--- src/rtl/pipe_stage_reg_pkg.sv ---
// Shared constants for the inter-stage pipeline registers: reset/exception PCs
// and bit offsets of the fields packed into the opaque payload.
package pipe_stage_reg_pkg;

    localparam logic [31:0] PC_INIT_DEF   = 32'h0000_3000;
    localparam logic [31:0] EXC_ENTRY_DEF = 32'h0000_4180;

    // Payload layout (LSB offsets) shared by every stage-boundary wrapper
    localparam int OFF_A2         = 0;   // 5 bits
    localparam int OFF_A3         = 5;   // 5 bits
    localparam int OFF_RD         = 10;  // 5 bits
    localparam int OFF_RD2        = 15;  // 32 bits
    localparam int OFF_ALUOUT     = 47;  // 32 bits
    localparam int OFF_WHICHTOREG = 79;  // 3 bits
    localparam int OFF_REGDST     = 82;  // 2 bits
    localparam int OFF_DM_TYPE    = 84;  // 3 bits
    localparam int OFF_EXCCODE    = 87;  // 5 bits
    localparam int OFF_MFC0       = 92;
    localparam int OFF_MTC0       = 93;
    localparam int OFF_ERET       = 94;
    localparam int OFF_SYSCALL    = 95;
    localparam int PAYLOAD_USED_W = 96;

endpackage

--- src/rtl/pipe_stage_reg_tnew_dec.sv ---
// Saturating decrement of a Tnew value; zero stays zero.
module tnew_dec #(
    parameter int TNEW_W = 2
) (
    input  logic [TNEW_W-1:0] tnew_i,
    output logic [TNEW_W-1:0] tnew_o
);

    always_comb begin
        tnew_o = '0;
        if (tnew_i != '0) tnew_o = tnew_i - TNEW_W'(1);
    end

endmodule

--- src/rtl/pipe_stage_reg.sv ---
// Generic pipeline stage register with stall, bubble insertion (keeping PC/BD
// for precise EPC), exception flush and a bubble counter.
module pipe_stage_reg
    import pipe_stage_reg_pkg::*;
#(
    parameter int          PAYLOAD_W = 128,
    parameter int          PC_W      = 32,
    parameter int          TNEW_W    = 2,
    parameter logic [31:0] PC_INIT   = PC_INIT_DEF,
    parameter logic [31:0] EXC_ENTRY = EXC_ENTRY_DEF,
    parameter bit          DEC_TNEW  = 1'b1
) (
    input  logic                 clk,
    input  logic                 reset,
    input  logic                 req,
    input  logic                 stall,
    input  logic                 flush,
    input  logic                 in_valid,
    input  logic [PC_W-1:0]      in_pc,
    input  logic                 in_bd,
    input  logic [TNEW_W-1:0]    in_tnew,
    input  logic [PAYLOAD_W-1:0] in_payload,
    output logic                 out_valid,
    output logic [PC_W-1:0]      out_pc,
    output logic                 out_bd,
    output logic [TNEW_W-1:0]    out_tnew,
    output logic [PAYLOAD_W-1:0] out_payload,
    output logic [31:0]          bubble_cnt
);

    logic                 valid_q, valid_d;
    logic [PC_W-1:0]      pc_q, pc_d;
    logic                 bd_q, bd_d;
    logic [TNEW_W-1:0]    tnew_q, tnew_d;
    logic [PAYLOAD_W-1:0] payload_q, payload_d;
    logic [31:0]          bubble_cnt_q, bubble_cnt_d;
    logic [TNEW_W-1:0]    tnew_dec_w, tnew_load;

    tnew_dec #(.TNEW_W(TNEW_W)) u_tnew_dec (
        .tnew_i (in_tnew),
        .tnew_o (tnew_dec_w)
    );

    generate
        if (DEC_TNEW) begin : g_dec
            assign tnew_load = tnew_dec_w;
        end else begin : g_pass
            assign tnew_load = in_tnew;
        end
    endgenerate

    // Priority below reset: req > stall > flush > load
    always_comb begin
        valid_d      = valid_q;
        pc_d         = pc_q;
        bd_d         = bd_q;
        tnew_d       = tnew_q;
        payload_d    = payload_q;
        bubble_cnt_d = bubble_cnt_q;
        if (req) begin
            valid_d   = 1'b0;
            pc_d      = PC_W'(EXC_ENTRY);
            bd_d      = 1'b0;
            tnew_d    = '0;
            payload_d = '0;
        end else if (stall) begin
            // hold everything, including Tnew
        end else if (flush) begin
            valid_d      = 1'b0;
            pc_d         = in_pc;
            bd_d         = in_bd;
            tnew_d       = '0;
            payload_d    = '0;
            bubble_cnt_d = bubble_cnt_q + 32'd1;
        end else begin
            valid_d   = in_valid;
            pc_d      = in_pc;
            bd_d      = in_bd;
            tnew_d    = tnew_load;
            payload_d = in_payload;
        end
    end

    always_ff @(posedge clk) begin
        if (reset) begin
            valid_q      <= 1'b0;
            pc_q         <= PC_W'(PC_INIT);
            bd_q         <= 1'b0;
            tnew_q       <= '0;
            payload_q    <= '0;
            bubble_cnt_q <= '0;
        end else begin
            valid_q      <= valid_d;
            pc_q         <= pc_d;
            bd_q         <= bd_d;
            tnew_q       <= tnew_d;
            payload_q    <= payload_d;
            bubble_cnt_q <= bubble_cnt_d;
        end
    end

    assign out_valid   = valid_q;
    assign out_pc      = pc_q;
    assign out_bd      = bd_q;
    assign out_tnew    = tnew_q;
    assign out_payload = payload_q;
    assign bubble_cnt  = bubble_cnt_q;

endmodule

--- config.mk ---
export PLATFORM = sky130hd
export DESIGN_NAME = pipe_stage_reg
export DESIGN_NICKNAME = d
export VERILOG_FILES = /design/src/rtl/pipe_stage_reg_pkg.sv /design/src/rtl/pipe_stage_reg_tnew_dec.sv /design/src/rtl/pipe_stage_reg.sv
export SDC_FILE = /design/constraint.sdc
export NUM_CORES = 1
export LEC_CHECK = 0
export CAP_MARGIN = 30
export CORE_MARGIN = 4
export CORE_UTILIZATION = 36
export DETAILED_ROUTE_END_ITERATION = 6
export PLACE_DENSITY = 0.78
export SLEW_MARGIN = 20
export SYNTH_ARGS = -nofsm -noshare
export SYNTH_HDL_FRONTEND = slang
export SYNTH_SLANG_ARGS = --single-unit
--- constraint.sdc ---
create_clock -name clk -period 2 [get_ports clk]
set_input_delay 0.3 -clock clk [delete_from_list [all_inputs] [get_ports clk]]
set_output_delay 0.3 -clock clk [all_outputs]
set_load 0.03 [all_outputs]
======== Word-level counts from Yosys, hierarchy flattened ========
Cells that the tools add are included.
word-level totals
  flip-flop bits (word level) ............. 196
  output and inout bits ................... 196
operators by class
  $add $sub $neg .......................... 2
  equality and inequality tests ........... 1
  muxes and demuxes ....................... 6
  bitwise gates (word level) .............. 2
  reduce and logical (&&, ||, !) cells .... 3
operator list
  cell                                                                number
  128-bit two-way mux                                                 1
  32-bit by 1-bit adder with 32-bit output, second input constant     1
  15-bit two-way mux                                                  2
  2-bit two-way mux                                                   2
  3-bit AND reduction                                                 1
  2-bit != test, second input constant                                1
  1-bit inverter                                                      2
  2-bit nonzero test                                                  1
  2-bit OR reduction                                                  1
  2-bit by 1-bit subtractor with 2-bit output, second input constant  1
  1-bit two-way mux                                                   1

======== Logic depth before layout (Yosys ltp) ========
Gate-level depths: netlist of the first run.
  word-level depth ........................ 3
  gate-level depth with buffers ........... 8
  depth with buffers taken out ............ 5

======== Modules after synthesis ========
From an unflattened synthesis of the first run, not the netlist that was laid out.
second synthesis, totals
  cells, all modules ...................... 739
  area total of the unflattened synthesis .. 7,043.0 µm²
by module, submodules not included
  module          instances  cells an instance  area an instance (µm²)
  pipe_stage_reg  1          737                7,026.7
  tnew_dec        1          2                  16.3

======== Worst setup path after synthesis of the first run ========
No wires, ideal clock.
  kind .................................... flip-flop to flip-flop
  start ................................... register bubble_cnt_q[0] (netlist: bubble_cnt[0])
  end ..................................... register bubble_cnt_q[28] (netlist: bubble_cnt[28])
  library setup time ...................... 0.123 ns
  arrival time ............................ 2.019 ns
  data required time ...................... 1.877 ns
  slack ................................... -0.142 ns
  cell stages (with the launch flop) ...... 8
  period minus slack after synthesis ...... 2.142 ns
  cells stage by stage .................... dfxtp_1 -> ha_1 -> nand4_1 -> or2_1 -> buf_2 -> buf_6 -> nor4_2 -> mux2_1
between the ends
  word-level cells in the longest chain between the ends .. 1
ends and longest elaborated chain
  element                                   RTL line              RTL
  start, declared                           pipe_stage_reg.sv:36  logic [31:0] bubble_cnt_q, bubble_cnt_d;
  start signal, assigned                    pipe_stage_reg.sv:98  bubble_cnt_q <= bubble_cnt_d;
  32-bit by 1-bit adder with 32-bit output  pipe_stage_reg.sv:74  bubble_cnt_d = bubble_cnt_q + 32'd1;
No other way between the ends.
A chain may end at the register's enable or synchronous reset.

======== Final worst setup path of the first run ========
  start ................................... input req
  end ..................................... register bubble_cnt_q[31] (netlist: bubble_cnt[31])
between the ends
  word-level cells in the longest chain between the ends .. 2
ends and longest elaborated chain
  element                               RTL line              RTL
  start, declared                       pipe_stage_reg.sv:15  input logic req,
  1-bit inverter (no source line)       n/a
  3-bit AND reduction (no source line)  n/a
No other way between the ends.

==> results_dict.tcl, run 1 <==
set metrics [dict create \
    vias 6793 \
    antenna_found_initial 0 \
    period_share_pct 96.2 \
    ys_seq_elements 196 \
    drive_gt1_share_pct 7.38 \
    drc 0 \
    drt_iter0_drc 275 \
    cp-end-kind "flop" \
    hold_viol_final 0 \
    track_usage_pct 20.2 \
    crit_family "simple AND/OR/NAND/NOR gates" \
    clkTransAtPathRegs_ns 0.07 \
    finalClockSkew_ns 0.0109 \
    grt_remaining_overflow 0 \
    port_buffers 364 \
    worstMarginPinSlew_ns 0.699 \
    min_path_type "in -> reg" \
    final_cells 1363 \
    rows 51 \
    dieArea_um2 22000 \
    critical_path_class "in -> reg" \
    synth.avg_cell_area_um2 9.58 \
    synth_seq_area_share_pct 55.4 \
    internal-power_uw 6200 \
    clk_latency_ns 0.43 \
    worstPathArrival_ns 2.24 \
    seq_power_share_pct 47.9 \
    powerDensity_nw_per_um2 718 \
    drtPass1Iterations 5 \
    wl_mm 23.1 \
    startpoint_type "input port" \
    slew_viol_final 0 \
    drt-vias-per-instance 4.98 \
    dp.cells 1330 \
    yosysWarnings 0 \
    final_cell_mix "clkdlybuf4s50_1 (363), dfxtp_1 (191), nor2_1 (186)" \
    nets 1255 \
    crit_fanout 14 \
    syn-instance-count 739 \
    die_width_um 148 \
    synth.distinct_cells 37 \
    leakage_uw 0.00419 \
    fin_area_um2 11700 \
    dp_hpwl_mm 16.7 \
    required_ns 2.32 \
    outcome "finished clean" \
    cts_max_level 4 \
    syn_nets 909 \
    clockRootBuffer "clkbuf_16" \
    avgRoutedWirePerCell_um 17.0 \
    diodes 0 \
    mostFrequentLayoutCell "clkdlybuf4s50_1" \
    whs_ns 0.401 \
    slowest_delay_ns 0.65 \
    grt_pass1_wl_mm 35.5 \
    setup_viol 0 \
    placed_cell_area_um2 11100 \
    numCtsBuffers 17 \
    fmax_mhz 520 \
    worst_path_max_delay_cell "or4_4" \
    postCtsHoldBufs 0 \
    place_ws_ns -0.356 \
    core_um2 19400 \
    p_sw_uw 2180 \
    pin_count 365 \
    netlist_area_um2 7080 \
    area_growth_pct 64.8 \
    rsz0062_at_grt "true" \
    min_period_ns 1.92 \
    critPathBufInv 1 \
    cts_tree "done" \
    floorplan.initialDensity_pct 36.5 \
    cts_sinks 196 \
    finalWorstSetupSlack_ns 0.0752 \
    grt_max_degree 105 \
    die_h_um 148 \
    max_cap_viol_count 0 \
    relSlewSlack_pct 53.4 \
    grt_pass1_vias 6741 \
    antenna_left 0 \
    peakVddDrop_v 0.000570 \
    clock_path_buffers 2 \
    place.gp.congestion 0.848 \
    switching_share_pct 26.1 \
    path_cells "clkdlybuf4s50_1 > nand4bb_4 > or4_4 > nor4_1 > mux2_2" \
    power_frac_clock_pct 39.5 \
    pwr-share-comb_pct 12.6 \
]
power groups by stage:
stage | sequential [uW] | combinational (uW) | clock [uW]
3_3_place_gp | 4110 | 1040 | 0
3_5_place_dp | 4110 | 1060 | 0
6_report | 4020 | 1050 | 3310
5_1_grt | 4030 | 1120 | 3550
2_1_floorplan | 4270 | 302 | 0
4_1_cts | 4020 | 1060 | 3420
worst register-to-register path: cells and delay by family, from the launching register on:
| family | cells | cell delay, ns |
|---|---|---|
| simple gates | 3 | 0.99 |
| flops | 1 | 0.45 |
| mux | 1 | 0.38 |
state kept, by name, indices dropped and copies added, names as in the netlist:
register / count
bubble_cnt: 32
out_bd: 1
out_payload: 128
out_pc: 32
out_tnew: 2
out_valid: 1
metal layers:
metal,track usage (%),wire length [um]
met1,23.0,9230
met2,34.9,11400
met3,7.31,1840
met4,7.11,654
met5,0,0
area by class of cell:
| class | count | area [um^2] |
|---|---|---|
| multi-input cells | 475 | 2910 |
| inverters | 5 | 18.8 |
| repair buffers | 390 | 3920 |
| clock buffers | 18 | 429 |
| well taps | 265 | 332 |
| flip-flops and latches | 196 | 3930 |
| fillers | 1673 | 7730 |
| clock inverters | 14 | 143 |
cell families (layout without fill, tap and decap cells):
family          after synthesis  after routing  share of synthesized area [%]
flops                       196            196                           55.4
compound gates              156            156                           15.9
simple gates                266            266                           17.1
fa+ha+maj                     1              1                          0.177
xor+xnor                     10             10                           1.24
buf+inv                      68            427                           4.06
mux                          42             42                           6.13
final timing paths:
check | start | slack (ns) | cells past startpoint | end
max | req | 0.08 | 5 | bubble_cnt[31]
max reg2reg | bubble_cnt[3] | 0.08 | 4 | bubble_cnt[31]
min reg2reg | out_tnew[0] | 0.49 | 2 | out_tnew[0]
min | stall | 0.40 | 5 | bubble_cnt[11]
synthesized netlist by cell type:
master,instances,share of area [%]
buf_6,4,0.64
nor3_1,8,0.57
inv_1,5,0.27
nor4_2,3,0.53
nor2_1,187,9.9
a21oi_1,12,0.85
nand2_1,14,0.74
xnor2_1,8,0.99
nand3_1,7,0.49
o21bai_1,2,0.21
clkbuf_1,51,2.7
mux2i_1,31,4.4
a211oi_1,3,0.32
dfxtp_1,196,55
nand4_1,6,0.53
and4_1,4,0.49
or2_1,1,0.088
buf_2,2,0.14
ha_1,1,0.18
nor4_1,6,0.53
mux2_2,8,1.3
o31ai_1,4,0.42
nand4bb_4,1,0.39
mux2_1,3,0.48
or4_1,4,0.42
buf_1,6,0.32
nor4b_1,1,0.12
or2_0,1,0.088
o21ai_0,6,0.42
xor2_1,2,0.25
nor4bb_1,1,0.14
or4_4,1,0.16
nor3b_1,1,0.11
nor2b_1,13,1.1
or2_2,1,0.088
or3_1,6,0.53
a22oi_1,129,14
through the flow:
stage               setup TNS [ns]  utilization [%]  power (uW)
finish                           0             60.2        8390
detailed placement           -4.10             57.1        5170
global placement             -3.44             57.1        5150
CTS                              0             60.0        8500
floorplan                        0                -        4570
global route               -0.0310             60.2        8700
repair_timing:
item / 4_1_cts / 5_1_grt
setup buffers: 0 / 1
gates resized for setup: 0 / 4
hold endpoints to repair: 0 / 0
setup endpoints to repair: 0 / 3
(Power assumes the default switching activity.)
==> inputs of run 2 (changes only) <==
CAP_MARGIN = default   (was 30)
==> results of run 2 <==
The final DEF is identical to that of run 1; final timing and power are the same.
==> inputs of run 3 (changes only) <==
CORE_UTILIZATION = 35   (was 36)
PLACE_DENSITY = 0.73   (was 0.78)
SLEW_MARGIN = 5   (was 20)
clock period = 2.16 ns   (was 2 ns; I/O delays follow)
==> results_dict.tcl, run 3 (synthesis gave the netlist of run 1 again) <==
set metrics [dict create \
    floorplan.initialDensity_pct 36.0 \
    clock_path_buffers 2 \
    drt_iter0_drc 307 \
    leakage_uw 0.00416 \
    die_width_um 150 \
    antenna_found_initial 0 \
    clkTransAtPathRegs_ns 0.08 \
    area_growth_pct 64.3 \
    post_cts_buffers 0 \
    relSlewSlack_pct 42.3 \
    worstPathArrival_ns 2.27 \
    startpoint_type "flop" \
    grt_remaining_overflow 0 \
    diodes 0 \
    rows 51 \
    track_usage_pct 19.5 \
    worst_path_max_delay_cell "mux2_2" \
    max_cap_viol_count 0 \
    hold_path_depth 3 \
    nets 1248 \
    critPathBufInv 1 \
    min_period_ns 1.96 \
    setup_viol 0 \
    required_ns 2.47 \
    path_cells "ha_1 > nand4_1 > or2_1 > buf_12 > nor4_1 > mux2_2" \
    placed_cell_area_um2 11000 \
    outcome "finished clean" \
    pin_count 365 \
    drc 0 \
    cts_tree "done" \
    core_um2 19700 \
    cp-end-kind "flop" \
    dieArea_um2 22600 \
    slowest_delay_ns 0.38 \
    crit_cells 6 \
    vias 6673 \
    port_buffers 364 \
    grt_pass1_vias 6676 \
    fin_area_um2 11600 \
    min_path_type "in -> reg" \
    total_power_uw 8010 \
    avgRoutedWirePerCell_um 17.0 \
    rsz0062_at_grt "false" \
    grt_max_degree 172 \
    clk_latency_ns 0.42 \
    powerDensity_nw_per_um2 688 \
    peakVddDrop_v 0.000495 \
    fillCellCount 1716 \
    die_h_um 150 \
    cts-resized-gates 0 \
    whs_ns 0.495 \
    multiInputGateArea_um2 2880 \
    hold_viol_final 0 \
    mostFrequentLayoutCell "clkdlybuf4s50_1" \
    slew_viol_final 0 \
    drtPass1Iterations 4 \
    crit_family "simple AND/OR/NAND/NOR gates" \
    drive_gt1_share_pct 6.14 \
    worstMarginPinSlew_ns 0.866 \
    critical_path_class "reg -> reg" \
    fin_tns_setup_ns 0 \
    crit_fanout 16 \
    wl_mm 23.0 \
    cts_max_level 4 \
    cts_sinks 196 \
    clockRootBuffer "clkbuf_16" \
    r2r.worst_path.cells 6 \
    drt-vias-per-instance 4.92 \
    finalClockSkew_ns 0.0129 \
    antenna_left 0 \
    numCtsBuffers 17 \
    dp_hpwl_mm 16.3 \
    register_area_um2 3920 \
    postCtsHoldBufs 0 \
    place.gp.congestion 0.798 \
    largest_reg_flops 128 \
    period_share_pct 90.7 \
    final_cell_mix "clkdlybuf4s50_1 (363), dfxtp_1 (196), nor2_1 (186)" \
    grt_pass1_wl_mm 34.9 \
    fmax_mhz 510 \
]
run 3: cell count changes in the layout (fill, tap and decap cells not counted), moves of 2 or more:
cell and change:
nor4_1 +2, dfxtp_2 -5, buf_4 -6, dfxtp_1 +5
bufinv_16 +2
run 3: through the flow:
stage / utilization [%] / setup slack, ns / cells
final: 59.2 / 0.201 / 1356
after detailed placement: 56.0 / -0.200 / 1324
after CTS: 59.2 / 0.189 / 1356
after global routing: 59.2 / 0.0415 / 1356
after global placement: 56.0 / -0.181 / 1324
after floorplan: - / 0.0178 / 739
run 3: worst paths after layout:
| kind | start | endpoint | slack (ns) |
|---|---|---|---|
| hold reg to reg | out_pc[16] | out_pc[16] | 0.50 |
| hold / removal | in_bd | out_bd | 0.49 |
| setup reg to reg | bubble_cnt[0] | bubble_cnt[24] | 0.20 |
| setup / recovery | bubble_cnt[0] | bubble_cnt[24] | 0.20 |
run 3: power by group:
group	internal, uW	switching [uW]	leakage [uW]
clock network	1810	1520	0.000308
logic	510	455	0.00226
registers	3680	36.7	0.00159
run 3: tightest hold or removal path, cell delays in order:
cell	delay (ns)
clkdlybuf4s50_1	0.39
mux2i_1	0.12
nor2_1	0.05
run 3: metal layers:
layer / up-vias / GRT usage [%] / wire [um] / share of wire [%]
li1: 3272 / - / - / -
met1: 3120 / 22.0 / 8920 / 39
met2: 248 / 32.8 / 11300 / 49
met3: 33 / 9.15 / 2280 / 9.9
met4: 0 / 6.22 / 567 / 2.5
met5: - / 0 / 0 / 0
run 3: area by class of cell:
cell class | count | share of cell area, %
sequential | 196 | 33.7
clock inverter | 14 | 1.62
timing repair buffer | 383 | 33.1
clock buffer | 18 | 3.78
tap | 265 | 2.85
inverter | 5 | 0.161
multi-input combinational | 475 | 24.8
